`config.mk`:
```
export PLATFORM = sky130hd
export DESIGN_NAME = mole_round_ctrl_flat
export DESIGN_NICKNAME = d
export VERILOG_FILES = /design/src/rtl/whack_pkg.sv /design/src/rtl/mole_round_ctrl_if.sv /design/src/rtl/mole_tick_timer.sv /design/src/rtl/mole_round_ctrl.sv /design/src/flat_wrapper.sv
export SDC_FILE = /design/constraint.sdc
export NUM_CORES = 1
export LEC_CHECK = 0
export CORE_UTILIZATION = 46
export CTS_CLUSTER_DIAMETER = 30
export DETAILED_ROUTE_END_ITERATION = 16
export GPL_TIMING_DRIVEN = 0
export PLACE_DENSITY = 0.74
export SLEW_MARGIN = 30
export SYNTH_ARGS = -nofsm -noshare
export SYNTH_HDL_FRONTEND = slang
export SYNTH_SLANG_ARGS = --single-unit
```
`constraint.sdc`:
```
create_clock -name clk -period 1.94 [get_ports clk]
set_input_delay 0.388 -clock clk [delete_from_list [all_inputs] [get_ports clk]]
set_output_delay 0.388 -clock clk [all_outputs]
set_load 0.05 [all_outputs]
```
`src/rtl/whack_pkg.sv`:
```
// rtl/whack_pkg.sv - shared state encoding and default timing for the mole round controller
package whack_pkg;

    typedef enum logic [1:0] {
        IDLE = 2'd0,
        GAP  = 2'd1,
        UP   = 2'd2,
        OVER = 2'd3
    } state_t;

    localparam int DEF_HOLE_W     = 3;
    localparam int DEF_UP_TICKS   = 500;
    localparam int DEF_GAP_TICKS  = 200;
    localparam int DEF_MAX_MISSES = 5;
    localparam int DEF_SCORE_W    = 8;

    function automatic int max_int(input int a, input int b);
        return (a > b) ? a : b;
    endfunction

endpackage

```
`src/rtl/mole_round_ctrl_if.sv`:
```
// rtl/mole_round_ctrl_if.sv - game-side signal bundle of the mole round controller
interface mole_round_ctrl_if #(
    parameter int HOLE_W  = 3,
    parameter int SCORE_W = 8
);
    logic                 start;
    logic                 tick;
    logic [3:0]           rnd;
    logic [2**HOLE_W-1:0] btn;
    logic [2**HOLE_W-1:0] mole;
    logic [SCORE_W-1:0]   score;
    logic [3:0]           misses;
    logic                 hit_pulse;
    logic                 miss_pulse;
    logic                 game_over;

    modport master (
        output start, tick, rnd, btn,
        input  mole, score, misses, hit_pulse, miss_pulse, game_over
    );

    modport slave (
        input  start, tick, rnd, btn,
        output mole, score, misses, hit_pulse, miss_pulse, game_over
    );
endinterface

```
`src/rtl/mole_tick_timer.sv`:
```
// rtl/mole_tick_timer.sv - tick-paced terminal-count timer with per-state limit
module mole_tick_timer #(
    parameter int CNT_W = 9
) (
    input  logic           clk,
    input  logic           clr,
    input  logic           restart,
    input  logic           tick,
    input  logic [CNT_W:0] limit,
    output logic           done
);
    localparam logic [CNT_W-1:0] CNT_ONE   = 1;
    localparam logic [CNT_W:0]   LIMIT_ONE = 1;

    logic [CNT_W-1:0] cnt;

    // The limit is one bit wider than the counter so that a limit equal to
    // 2**CNT_W is still representable; the counter itself never reaches it.
    assign done = tick && ({1'b0, cnt} == (limit - LIMIT_ONE));

    // Count ticks, wrapping on terminal count; restart pins the count at zero.
    always_ff @(posedge clk) begin
        if (clr || restart) begin
            cnt <= '0;
        end else if (done) begin
            cnt <= '0;
        end else if (tick) begin
            cnt <= cnt + CNT_ONE;
        end
    end
endmodule

```
`src/rtl/mole_round_ctrl.sv`:
```
// rtl/mole_round_ctrl.sv - whack-a-mole round FSM; optional MOLE_WRONG_PENALTY_EN makes wrong presses count as misses
module mole_round_ctrl
    import whack_pkg::*;
#(
    parameter int HOLE_W     = DEF_HOLE_W,
    parameter int UP_TICKS   = DEF_UP_TICKS,
    parameter int GAP_TICKS  = DEF_GAP_TICKS,
    parameter int MAX_MISSES = DEF_MAX_MISSES,
    parameter int SCORE_W    = DEF_SCORE_W
) (
    input  logic           clk,
    input  logic           clr,
    mole_round_ctrl_if.slave bus
);
    localparam int NUM_HOLES = 2**HOLE_W;
    localparam int MAX_TICKS = max_int(UP_TICKS, GAP_TICKS);
    localparam int CNT_W     = ($clog2(MAX_TICKS) < 1) ? 1 : $clog2(MAX_TICKS);

    localparam logic [CNT_W:0]         UP_LIMIT   = (CNT_W+1)'(UP_TICKS);
    localparam logic [CNT_W:0]         GAP_LIMIT  = (CNT_W+1)'(GAP_TICKS);
    localparam logic [HOLE_W-1:0]      HOLE_ONE   = 1;
    localparam logic [SCORE_W-1:0]     SCORE_ONE  = 1;
    localparam logic [NUM_HOLES-1:0]   HOLE_BIT0  = 1;
    localparam logic [3:0]             MISS_LIMIT = 4'(MAX_MISSES);

    state_t                 state_q, state_n;
    logic [NUM_HOLES-1:0]   mole_q, mole_n;
    logic [SCORE_W-1:0]     score_q, score_n;
    logic [3:0]             misses_q, misses_n;
    logic [HOLE_W-1:0]      prev_q, prev_n;
    logic                   hit_q, hit_n;
    logic                   miss_q, miss_n;
    logic                   over_q, over_n;

    logic [HOLE_W-1:0]      spawn;
    logic [CNT_W:0]         limit;
    logic                   restart;
    logic                   done;
    logic                   hit;
    logic                   wrong;
    logic                   miss;

    mole_tick_timer #(.CNT_W(CNT_W)) u_timer (
        .clk     (clk),
        .clr     (clr),
        .restart (restart),
        .tick    (bus.tick),
        .limit   (limit),
        .done    (done)
    );

    // Next state and next registered outputs; prev_q doubles as the lit hole while UP.
    always_comb begin
        state_n  = state_q;
        mole_n   = mole_q;
        score_n  = score_q;
        misses_n = misses_q;
        prev_n   = prev_q;
        hit_n    = 1'b0;
        miss_n   = 1'b0;
        limit    = GAP_LIMIT;
        hit      = 1'b0;
        wrong    = 1'b0;
        miss     = 1'b0;
        spawn    = bus.rnd[HOLE_W-1:0];
        if (spawn == prev_q) begin
            spawn = spawn + HOLE_ONE;
        end

        case (state_q)
            IDLE: begin
                score_n  = '0;
                misses_n = '0;
                prev_n   = '0;
                mole_n   = '0;
                if (bus.start) begin
                    state_n = GAP;
                end
            end
            GAP: begin
                limit = GAP_LIMIT;
                if (done) begin
                    state_n = UP;
                    prev_n  = spawn;
                    mole_n  = HOLE_BIT0 << spawn;
                end
            end
            UP: begin
                limit = UP_LIMIT;
                hit   = bus.btn[prev_q];
`ifdef MOLE_WRONG_PENALTY_EN
                wrong = |(bus.btn & ~mole_q);
`else
                wrong = 1'b0;
`endif
                miss  = !hit && (done || wrong);
                if (hit) begin
                    state_n = GAP;
                    mole_n  = '0;
                    hit_n   = 1'b1;
                    if (score_q != '1) begin
                        score_n = score_q + SCORE_ONE;
                    end
                end else if (miss) begin
                    mole_n   = '0;
                    miss_n   = 1'b1;
                    misses_n = misses_q + 4'd1;
                    state_n  = (misses_q + 4'd1 == MISS_LIMIT) ? OVER : GAP;
                end
            end
            OVER: begin
                mole_n = '0;
                if (bus.start) begin
                    state_n  = GAP;
                    score_n  = '0;
                    misses_n = '0;
                end
            end
            default: begin
                state_n = IDLE;
            end
        endcase

        // The tick count starts from zero on every state entry and idles at zero.
        restart = (state_n != state_q) || (state_q == IDLE) || (state_q == OVER);
        over_n  = (state_n == OVER);
    end

    // State and output registers; clr discards any round in progress.
    always_ff @(posedge clk) begin
        if (clr) begin
            state_q  <= IDLE;
            mole_q   <= '0;
            score_q  <= '0;
            misses_q <= '0;
            prev_q   <= '0;
            hit_q    <= 1'b0;
            miss_q   <= 1'b0;
            over_q   <= 1'b0;
        end else begin
            state_q  <= state_n;
            mole_q   <= mole_n;
            score_q  <= score_n;
            misses_q <= misses_n;
            prev_q   <= prev_n;
            hit_q    <= hit_n;
            miss_q   <= miss_n;
            over_q   <= over_n;
        end
    end

    assign bus.mole       = mole_q;
    assign bus.score      = score_q;
    assign bus.misses     = misses_q;
    assign bus.hit_pulse  = hit_q;
    assign bus.miss_pulse = miss_q;
    assign bus.game_over  = over_q;
endmodule
```
`src/flat_wrapper.sv`:
```
// flat-port wrapper written by rule: the top's interface ports become plain ports
module mole_round_ctrl_flat import whack_pkg::*;
#(
    parameter int HOLE_W     = DEF_HOLE_W,
    parameter int UP_TICKS   = DEF_UP_TICKS,
    parameter int GAP_TICKS  = DEF_GAP_TICKS,
    parameter int MAX_MISSES = DEF_MAX_MISSES,
    parameter int SCORE_W    = DEF_SCORE_W
)
  (clk, clr, bus_start, bus_tick, bus_rnd, bus_btn, bus_mole, bus_score, bus_misses, bus_hit_pulse, bus_miss_pulse, bus_game_over);
  mole_round_ctrl_if #(.HOLE_W(HOLE_W), .SCORE_W(SCORE_W)) bus_i ();
  input  logic clk;
  input  logic clr;
  input wire logic [$bits(bus_i.start)-1:0] bus_start;
  input wire logic [$bits(bus_i.tick)-1:0] bus_tick;
  input wire logic [$bits(bus_i.rnd)-1:0] bus_rnd;
  input wire logic [$bits(bus_i.btn)-1:0] bus_btn;
  output wire logic [$bits(bus_i.mole)-1:0] bus_mole;
  output wire logic [$bits(bus_i.score)-1:0] bus_score;
  output wire logic [$bits(bus_i.misses)-1:0] bus_misses;
  output wire logic [$bits(bus_i.hit_pulse)-1:0] bus_hit_pulse;
  output wire logic [$bits(bus_i.miss_pulse)-1:0] bus_miss_pulse;
  output wire logic [$bits(bus_i.game_over)-1:0] bus_game_over;
  assign bus_i.start = bus_start;
  assign bus_i.tick = bus_tick;
  assign bus_i.rnd = bus_rnd;
  assign bus_i.btn = bus_btn;
  assign bus_mole = bus_i.mole;
  assign bus_score = bus_i.score;
  assign bus_misses = bus_i.misses;
  assign bus_hit_pulse = bus_i.hit_pulse;
  assign bus_miss_pulse = bus_i.miss_pulse;
  assign bus_game_over = bus_i.game_over;
  mole_round_ctrl #(.HOLE_W(HOLE_W), .UP_TICKS(UP_TICKS), .GAP_TICKS(GAP_TICKS), .MAX_MISSES(MAX_MISSES), .SCORE_W(SCORE_W)) u_core (.clk(clk), .clr(clr), .bus(bus_i));
endmodule
```
## Yosys cells after proc, flatten, opt, wreduce, memory -nomap -nowiden

Cells that the tools add are included.
Widths: inputs -> output; s select.

- Flip-flop bits (word level): 37
- Latch bits: 0
- RAM bits: 0
- Memory bits (read-only): 0
- Word-level logic and storage cells: 76
- Memories kept: 0

- Add/subtract/negate cells: 5
- $mul: 0
- Div/mod/pow operators: 0
- Magnitude comparators: 1
- Equal/unequal tests: 16
- Shift-type cells: 1
- Mux-type cells: 26
- Bitwise operators: 1
- Reductions and logical operators: 17

Operators with widths:

| operator | number |
|---|---|
| $mux 8 | 6 |
| $pmux 8 s3 | 2 |
| $mux 4 | 3 |
| $pmux 4 s3 | 1 |
| $eq 9x10->1 | 1 |
| $mux 2 | 5 |
| $sub 9x1->10 const B | 1 |
| $add 9x1->9 const B | 1 |
| $mux 9 | 1 |
| $add 8x1->8 const B | 1 |
| $ne 2x1->1 const B | 4 |
| $ne 8x8->1 const B | 1 |
| $reduce_and 4->1 | 2 |
| $shl 1x3->8 const A | 1 |
| $eq 2x2->1 const B | 3 |
| $mux 3 | 2 |
| $pmux 2 s3 | 1 |
| $pmux 3 s2 | 1 |
| $reduce_or 2->1 | 3 |
| $add 4x1->4 const B | 1 |
| $eq 4x3->1 const B | 1 |
| $lt 3x4->1 const B | 1 |
| $ne 2x2->1 const B | 2 |
| $reduce_and 2->1 | 2 |
| 15 further kinds | 20 |

## Depth between registers and ports, before layout

Gate-level depths: netlist (run 1).

- Word-level depth: 14
- Mapped depth: 8
- Depth with buffers taken out: 7

## By module

A second synthesis (run 1) with hierarchy kept.

- Cells, all modules: 293
- Area, all modules: 2528.7 sq um

Modules (own cells, without submodules):

| module | instances | cells each | area an instance (sq um) | seq. area each (sq um) |
|---|---|---|---|---|
| mole_round_ctrl | 1 | 208 | 1736.7 | 560.5 |
| mole_tick_timer | 1 | 85 | 792.0 | 180.2 |

## Worst setup path after synthesis (run 1)

Ideal clock, no wire load.

- Kind: reg-to-reg
- Start: register u_core.prev_q[0]
- End: register u_core.over_q (netlist: u_core.bus.game_over)
- Arrival time: 1.848 ns
- Data required time: 1.807 ns
- Path slack: -0.041 ns
- Cell stages (with the launch flop): 6
- Buffers on the path: 0
- Period minus slack after synthesis: 1.981 ns
- Cells stage by stage: dfxtp_1 mux4_1 mux2_4 a211o_1 a211oi_2 nor4_1

- Cells in the longest elaborated chain, start to end: 8

RTL lines:

| item | RTL line | text |
|---|---|---|
| start, declared | mole_round_ctrl.sv:30 | `logic [HOLE_W-1:0] prev_q, prev_n;` |
| start signal, assigned | mole_round_ctrl.sv:145 | `prev_q <= prev_n;` |
| $bmux 1 s3 (*) | mole_round_ctrl.sv:90 | `hit = bus.btn[prev_q];` |
| $mux 1 (implied by the code) (*) | mole_round_ctrl.sv:90 |  |
| $logic_not 1->1 | mole_round_ctrl.sv:96 | `miss = !hit && (done \|\| wrong);` |
| $logic_and 1x1->1 | mole_round_ctrl.sv:96 |  |
| $mux 2 | mole_round_ctrl.sv:104 | `end else if (miss) begin` |
| $mux 2 (*) | mole_round_ctrl.sv:97 | `if (hit) begin` |
| $pmux 2 s3 (*) | mole_round_ctrl.sv:70 | `case (state_q)` |
| $eq 2x2->1 (*) | mole_round_ctrl.sv:126 | `over_n = (state_n == OVER);` |
| end signal, assigned | mole_round_ctrl.sv:148 | `over_q <= over_n;` |
| end, declared | mole_round_ctrl.sv:33 | `logic over_q, over_n;` |

Mark *: on every way between the ends. The rest lies on a longest branch, timed or not. The select of a mux whose other input is x is not followed.
A chain may end at the register's enable or synchronous reset.

## Worst setup path in the final report (run 1)

- Start: register u_core.prev_q[0]
- End: register u_core.state_q[0]

- Cells in the longest elaborated chain, start to end: 7

RTL lines:

| item | RTL line | text |
|---|---|---|
| $bmux 1 s3 (*) | mole_round_ctrl.sv:90 |  |
| $mux 1 (implied by the code) (*) | mole_round_ctrl.sv:90 |  |
| $logic_not 1->1 | mole_round_ctrl.sv:96 |  |
| $logic_and 1x1->1 | mole_round_ctrl.sv:96 |  |
| $mux 2 | mole_round_ctrl.sv:104 |  |
| $mux 2 (*) | mole_round_ctrl.sv:97 |  |
| $pmux 2 s3 (*) | mole_round_ctrl.sv:70 |  |
| end signal, assigned | mole_round_ctrl.sv:141 | `state_q <= state_n;` |
| end, declared | mole_round_ctrl.sv:26 | `state_t state_q, state_n;` |

Marks and branches as above.

==> results.json, run 1 <==
{
  "status": "complete, but fails checks",
  "violations": "negative setup slack",
  "yosysWarningCount": 0,
  "syn_area_per_cell_um2": 9.07,
  "drc": 0,
  "rsz0062_at_grt": "yes",
  "cp-start-kind": "flop",
  "worst_slew_pin_slew_ps": 571,
  "nFillCells": 392,
  "synth-main-ff-cell": "dfxtp_1",
  "finalCriticalPeriod_ps": 2030,
  "yosysTopAreaCell": "dfxtp_1",
  "ys_seq_elements": 37,
  "holdCritPathClass": "reg2reg",
  "p_leak_uw": 0.00109,
  "synth_edf_count": 0,
  "vdd_drop_max_mv": 0.371,
  "synth_area_leaders": "dfxtp_1 (33%), ha_1 (5.5%), nand3_1 (4.9%)",
  "combPwrFrac_pct": 18.7,
  "setup_viol": 11,
  "die_area_um2": 5200,
  "pre_cts_slack_ps": -719,
  "ant_nets": 0,
  "initialDrtViolationCount": 109,
  "area_growth_pct": 36.3,
  "io_pins": 39,
  "stdcell_area_um2": 3080,
  "die_h_um": 72.1,
  "cts_sinks": 37,
  "yosysSeqAreaShare_pct": 32.8,
  "drt-total-wl_um": 5390,
  "fin_skew_ps": 2.77,
  "cts_tree": "built",
  "p_int_uw": 1140,
  "vias": 2053,
  "htree_levels": 2,
  "max_cap_violations": 0,
  "fmax_mhz": 494,
  "yosys.cell_count.top_type": "dfxtp_1",
  "p_seq_share_pct": 48.2,
  "critical_path_arrival_ps": 2190,
  "drive_gt1_share_pct": 26.3,
  "globalRouteOverflowTotal": 0,
  "start_util_pct": 47.8,
  "drt-vias-per-instance": 5.47,
  "gp_congestion": 0.828,
  "drv_slew": 0,
  "layout.nets": 333,
  "dpl-instance-area_um2": 2710,
  "netlist_top_cells_count": "dfxtp_1 (37), nand3_1 (22), a21oi_1 (19), nand2_1 (18), nor2_1 (13)",
  "cts_buffers": 5,
  "diodes": 0,
  "clockBufferDepth": 2,
  "grt_max_degree": 13,
  "port-buffer-count": 37,
  "power_frac_clock_pct": 33.1,
  "grt_usage_pct": 21.5,
  "netlist_area_um2": 2260,
  "async_flop_share_pct": 0,
  "required_ps": 2100,
  "grt_pass1_vias": 1874,
  "root_buffer": "clkbuf_8",
  "antenna_found_initial": 0,
  "std_cell_rows": 25,
  "synthCells": 249,
  "fin_crit_sh_pct": 104,
  "relSlewSlack_pct": 62.0,
  "netSwitchingPower_uw": 489,
  "worst_setup_path_end_kind": "flop",
  "clk_pin_slew_worst_paths_ps": 80,
  "hold_violations": 0,
  "dr.pass1.iters": 6,
  "insertion_delay_ps": 290,
  "wl_per_cell_um": 14.4,
  "grt_first_pass_wirelength_um": 8760,
  "core-area_um2": 4720,
  "synth_top_area_share_pct": 32.8,
  "die_x_um": 72.1,
  "swShare_pct": 30.0,
  "path_class": "reg2reg",
  "ys_types": 54,
  "dp_hpwl_um": 3720,
  "powerDensity_nw_per_um2": 529,
  "path_max_fanout": 4,
  "synth_fp_nets": 275,
  "layout_setup_ws_ps": -85.7
}
[worst max-delay path: stages, from the launching register on]
cell and delay [ps]:
dfxtp_4 380, mux4_2 540, mux2_4 330, a211o_1 250, a211oi_2 320, nor2_1 80
[metal layers]
| metal | track usage [%] | up-vias | share of wire, % | wire length (um) |
|---|---|---|---|---|
| met5 | 0 | - | 0 | 0 |
| met4 | 7.41 | 0 | 1.9 | 102 |
| met3 | 4.72 | 10 | 3.4 | 182 |
| met2 | 34.9 | 49 | 48 | 2560 |
| met1 | 28.1 | 949 | 47 | 2550 |
| li1 | - | 1045 | - | - |
[cells by family after synthesis]
group	after synthesis	share of synthesized area, %
buf+inv	17	3.49
xor+xnor	14	5.43
flops	37	32.8
compound gates	57	18.7
mux	12	7.70
fa+ha+maj	10	5.54
simple gates	102	26.4
[repair_timing]
action                                  CTS  global route
endpoints found under the setup margin   37            35
pin swaps                                 7             8
setup buffers                            10             3
resized for setup                        35            23
hold buffers                              0             0
gates cloned                              0             1
[cell usage in the layout, fill, tap and decap left out, types with 8 or more instances in the layout]
master and count:
dfxtp_1 30, clkdlybuf4s50_1 24, nand3_1 21, nand2_1 18, buf_4 13, a21oi_1 13, nor2_1 12, dlygate4sd2_1 11
o211ai_1 10, ha_1 8
[cell type report]
class | instances | area, um2 | area share, %
buffer | 7 | 46.3 | 1.50
clock buffer | 5 | 68.8 | 2.23
clock inverter | 3 | 17.5 | 0.569
inverter | 10 | 37.5 | 1.22
multi-input combinational | 195 | 1580 | 51.3
sequential | 37 | 754 | 24.5
tap | 67 | 83.8 | 2.72
timing repair buffer | 51 | 490 | 15.9
[state kept, by name, summed over array words and instances, names as in the netlist]
signal and cells:
u_core.bus.misses 4, u_core.u_timer.cnt 9, u_core.bus.game_over 1, u_core.bus.hit_pulse 1, u_core.bus.miss_pulse 1, u_core.state_q 2, u_core.bus.mole 8, u_core.prev_q 3
u_core.bus.score 8
[power by group through the flow]
stage | combinational [uW] | sequential (uW) | clock [uW]
after floorplan | 156 | 828 | 0
after global placement | 265 | 803 | 0
after detailed placement | 271 | 803 | 0
after CTS | 285 | 785 | 561
after global routing | 327 | 788 | 597
final | 304 | 786 | 540
[path summary, 6_finish.rpt]
kind                 startpoint            endpoint  slack (ps)  depth (start not counted)
max            u_core.prev_q[0]   u_core.state_q[0]         -90                          5
min          u_core.bus.mole[7]  u_core.bus.mole[7]         470                          2
max reg2reg    u_core.prev_q[0]   u_core.state_q[0]         -90                          5
min reg2reg  u_core.bus.mole[7]  u_core.bus.mole[7]         470                          2
[per-stage QoR]
stage                     cells  utilization, %  TNS (ps)  total power [uW]  hold WS (ps)
after global routing        375            65.2     -1390              1710           488
after CTS                   371            62.5      -185              1630           474
final                       375            65.2      -376              1630           466
after global placement      353            57.4    -17340              1070           454
after floorplan             249               -         0               984           491
after detailed placement    353            57.4    -17790              1070           462
Power figures use the tool's default switching activity.
==> run 2, diff against run 1 <==
- MAX_ROUTING_LAYER: unset -> met4
==> results.json, run 2 (synthesis gave the netlist of run 1 again) <==
{
  "wl_per_cell_um": 14.5,
  "die_area_um2": 5200,
  "swShare_pct": 30.1,
  "drt-vias-per-instance": 5.49,
  "grt_usage_pct": 22.1,
  "die_x_um": 72.1,
  "die_h_um": 72.1,
  "worst_slew_pin_slew_ps": 556,
  "powerDensity_nw_per_um2": 530,
  "cts_sinks": 37,
  "netSwitchingPower_uw": 491,
  "rsz0062_at_grt": "yes",
  "final_common_cell": "dfxtp_1",
  "path_class": "reg2reg",
  "max_cap_violations": 0,
  "layout_setup_ws_ps": -81.1,
  "core-area_um2": 4720,
  "antenna_found_initial": 0,
  "required_ps": 2100,
  "p_int_uw": 1140,
  "start_util_pct": 47.8,
  "cp-start-kind": "flop",
  "root_buffer": "clkbuf_8",
  "critical_path_arrival_ps": 2180,
  "clk_pin_slew_worst_paths_ps": 80,
  "largest_register": "u_core.u_timer.cnt",
  "fin_crit_sh_pct": 104,
  "initialDrtViolationCount": 96,
  "fmax_mhz": 495,
  "diodes": 0,
  "area_growth_pct": 36.3,
  "max_stage_delay_ps": 540,
  "clockBufferDepth": 2,
  "cp_slowest_cell": "mux4_2",
  "setup_viol": 9,
  "p_leak_uw": 0.00109,
  "grt_first_pass_wirelength_um": 8760,
  "layout.nets": 333,
  "drv_slew": 0,
  "ant_nets": 0,
  "pre_cts_slack_ps": -719,
  "power_frac_clock_pct": 33.2,
  "violations": "negative setup slack",
  "drt-total-wl_um": 5430,
  "final_cell_mix": "dfxtp_1 (30), clkdlybuf4s50_1 (24), nand3_1 (21), nand2_1 (18)",
  "stdcell_count": 375,
  "globalRouteOverflowTotal": 0,
  "std_cell_rows": 25,
  "dp.cells": 353,
  "vias": 2058,
  "combPwrFrac_pct": 18.7,
  "hold_violations": 0,
  "drc": 0,
  "dp_hpwl_um": 3720,
  "drive_gt1_share_pct": 26.3,
  "crit_chain": "mux4_2 -> mux2_4 -> a211o_1 -> a211oi_2 -> nor2_1",
  "vdd_drop_max_mv": 0.374,
  "dr.pass1.iters": 4,
  "io_pins": 39,
  "p_seq_share_pct": 48.2,
  "holdCritPathClass": "reg2reg",
  "htree_levels": 2,
  "cts_tree": "built",
  "r2r_slack_ps": -80,
  "gp_congestion": 0.840,
  "grt_max_degree": 13,
  "path_max_fanout": 4,
  "grt_pass1_vias": 1875,
  "largest_register_ffs": 9,
  "status": "complete, but fails checks",
  "finalCriticalPeriod_ps": 2020,
  "port-buffer-count": 37,
  "relSlewSlack_pct": 63.0,
  "insertion_delay_ps": 290,
  "worst_setup_path_end_kind": "flop",
  "fin_skew_ps": 2.14,
  "cts_buffers": 5
}
-- run 2: cell counts in the layout (fill, tap and decap cells not counted) --
No cell type changed its count.
-- run 2: final timing paths --
kind                            from                  to  cells after the start
setup / recovery    u_core.prev_q[0]   u_core.state_q[0]                      5
hold / removal    u_core.bus.mole[7]  u_core.bus.mole[7]                      2
setup reg to reg    u_core.prev_q[0]   u_core.state_q[0]                      5
hold reg to reg   u_core.bus.mole[7]  u_core.bus.mole[7]                      2
-- run 2: area by class of cell --
type | instances | area [um2]
fillers | 392 | 1640
multi-input cells | 195 | 1580
flip-flops and latches | 37 | 754
repair buffers | 51 | 490
well taps | 67 | 83.8
clock buffers | 5 | 68.8
plain buffers | 7 | 46.3
inverters | 10 | 37.5
clock inverters | 3 | 17.5
-- run 2: power groups by stage --
stage	combinational [uW]	sequential, uW	clock [uW]
after floorplan	156	828	0
after detailed placement	271	803	0
final	305	786	541
after global placement	265	803	0
after CTS	285	785	561
after global routing	327	788	597
-- run 2: critical path: cells and delay by family, from the launching register on --
| family | cells | cell delay [ps] |
|---|---|---|
| multiplexers | 2 | 870 |
| AO/OA/AOI/OAI | 2 | 570 |
| AND/OR/NAND/NOR | 1 | 80 |
| flip-flops | 1 | 380 |
-- run 2: metal layers --
metal | up-vias | global-route usage (%) | wire length [um]
met2 | 49 | 34.9 | 2570
met1 | 952 | 28.1 | 2550
li1 | 1048 | - | -
met3 | 9 | 4.72 | 209
met5 | - | - | 0
met4 | 0 | 7.41 | 97
-- run 2: timing repair --
item / 4_1_cts / 5_1_grt
hold buffers: 0 / 0
gates resized for setup: 35 / 23
pin swaps: 7 / 8
cloned: 0 / 1
setup buffers: 10 / 3
setup endpoints to repair: 37 / 35
-- run 2: metrics by stage --
| step | hold WS, ps | total power, uW | utilization [%] | setup TNS (ps) | instance area, um2 |
|---|---|---|---|---|---|
| 2_1_floorplan | 491 | 984 | - | 0 | 2260 |
| 3_3_place_gp | 454 | 1070 | 57.4 | -17340 | 2710 |
| 3_5_place_dp | 462 | 1070 | 57.4 | -17790 | 2710 |
| 4_1_cts | 474 | 1630 | 62.5 | -185 | 2950 |
| 5_1_grt | 488 | 1710 | 65.2 | -1390 | 3080 |
| 6_report | 467 | 1630 | 65.2 | -349 | 3080 |
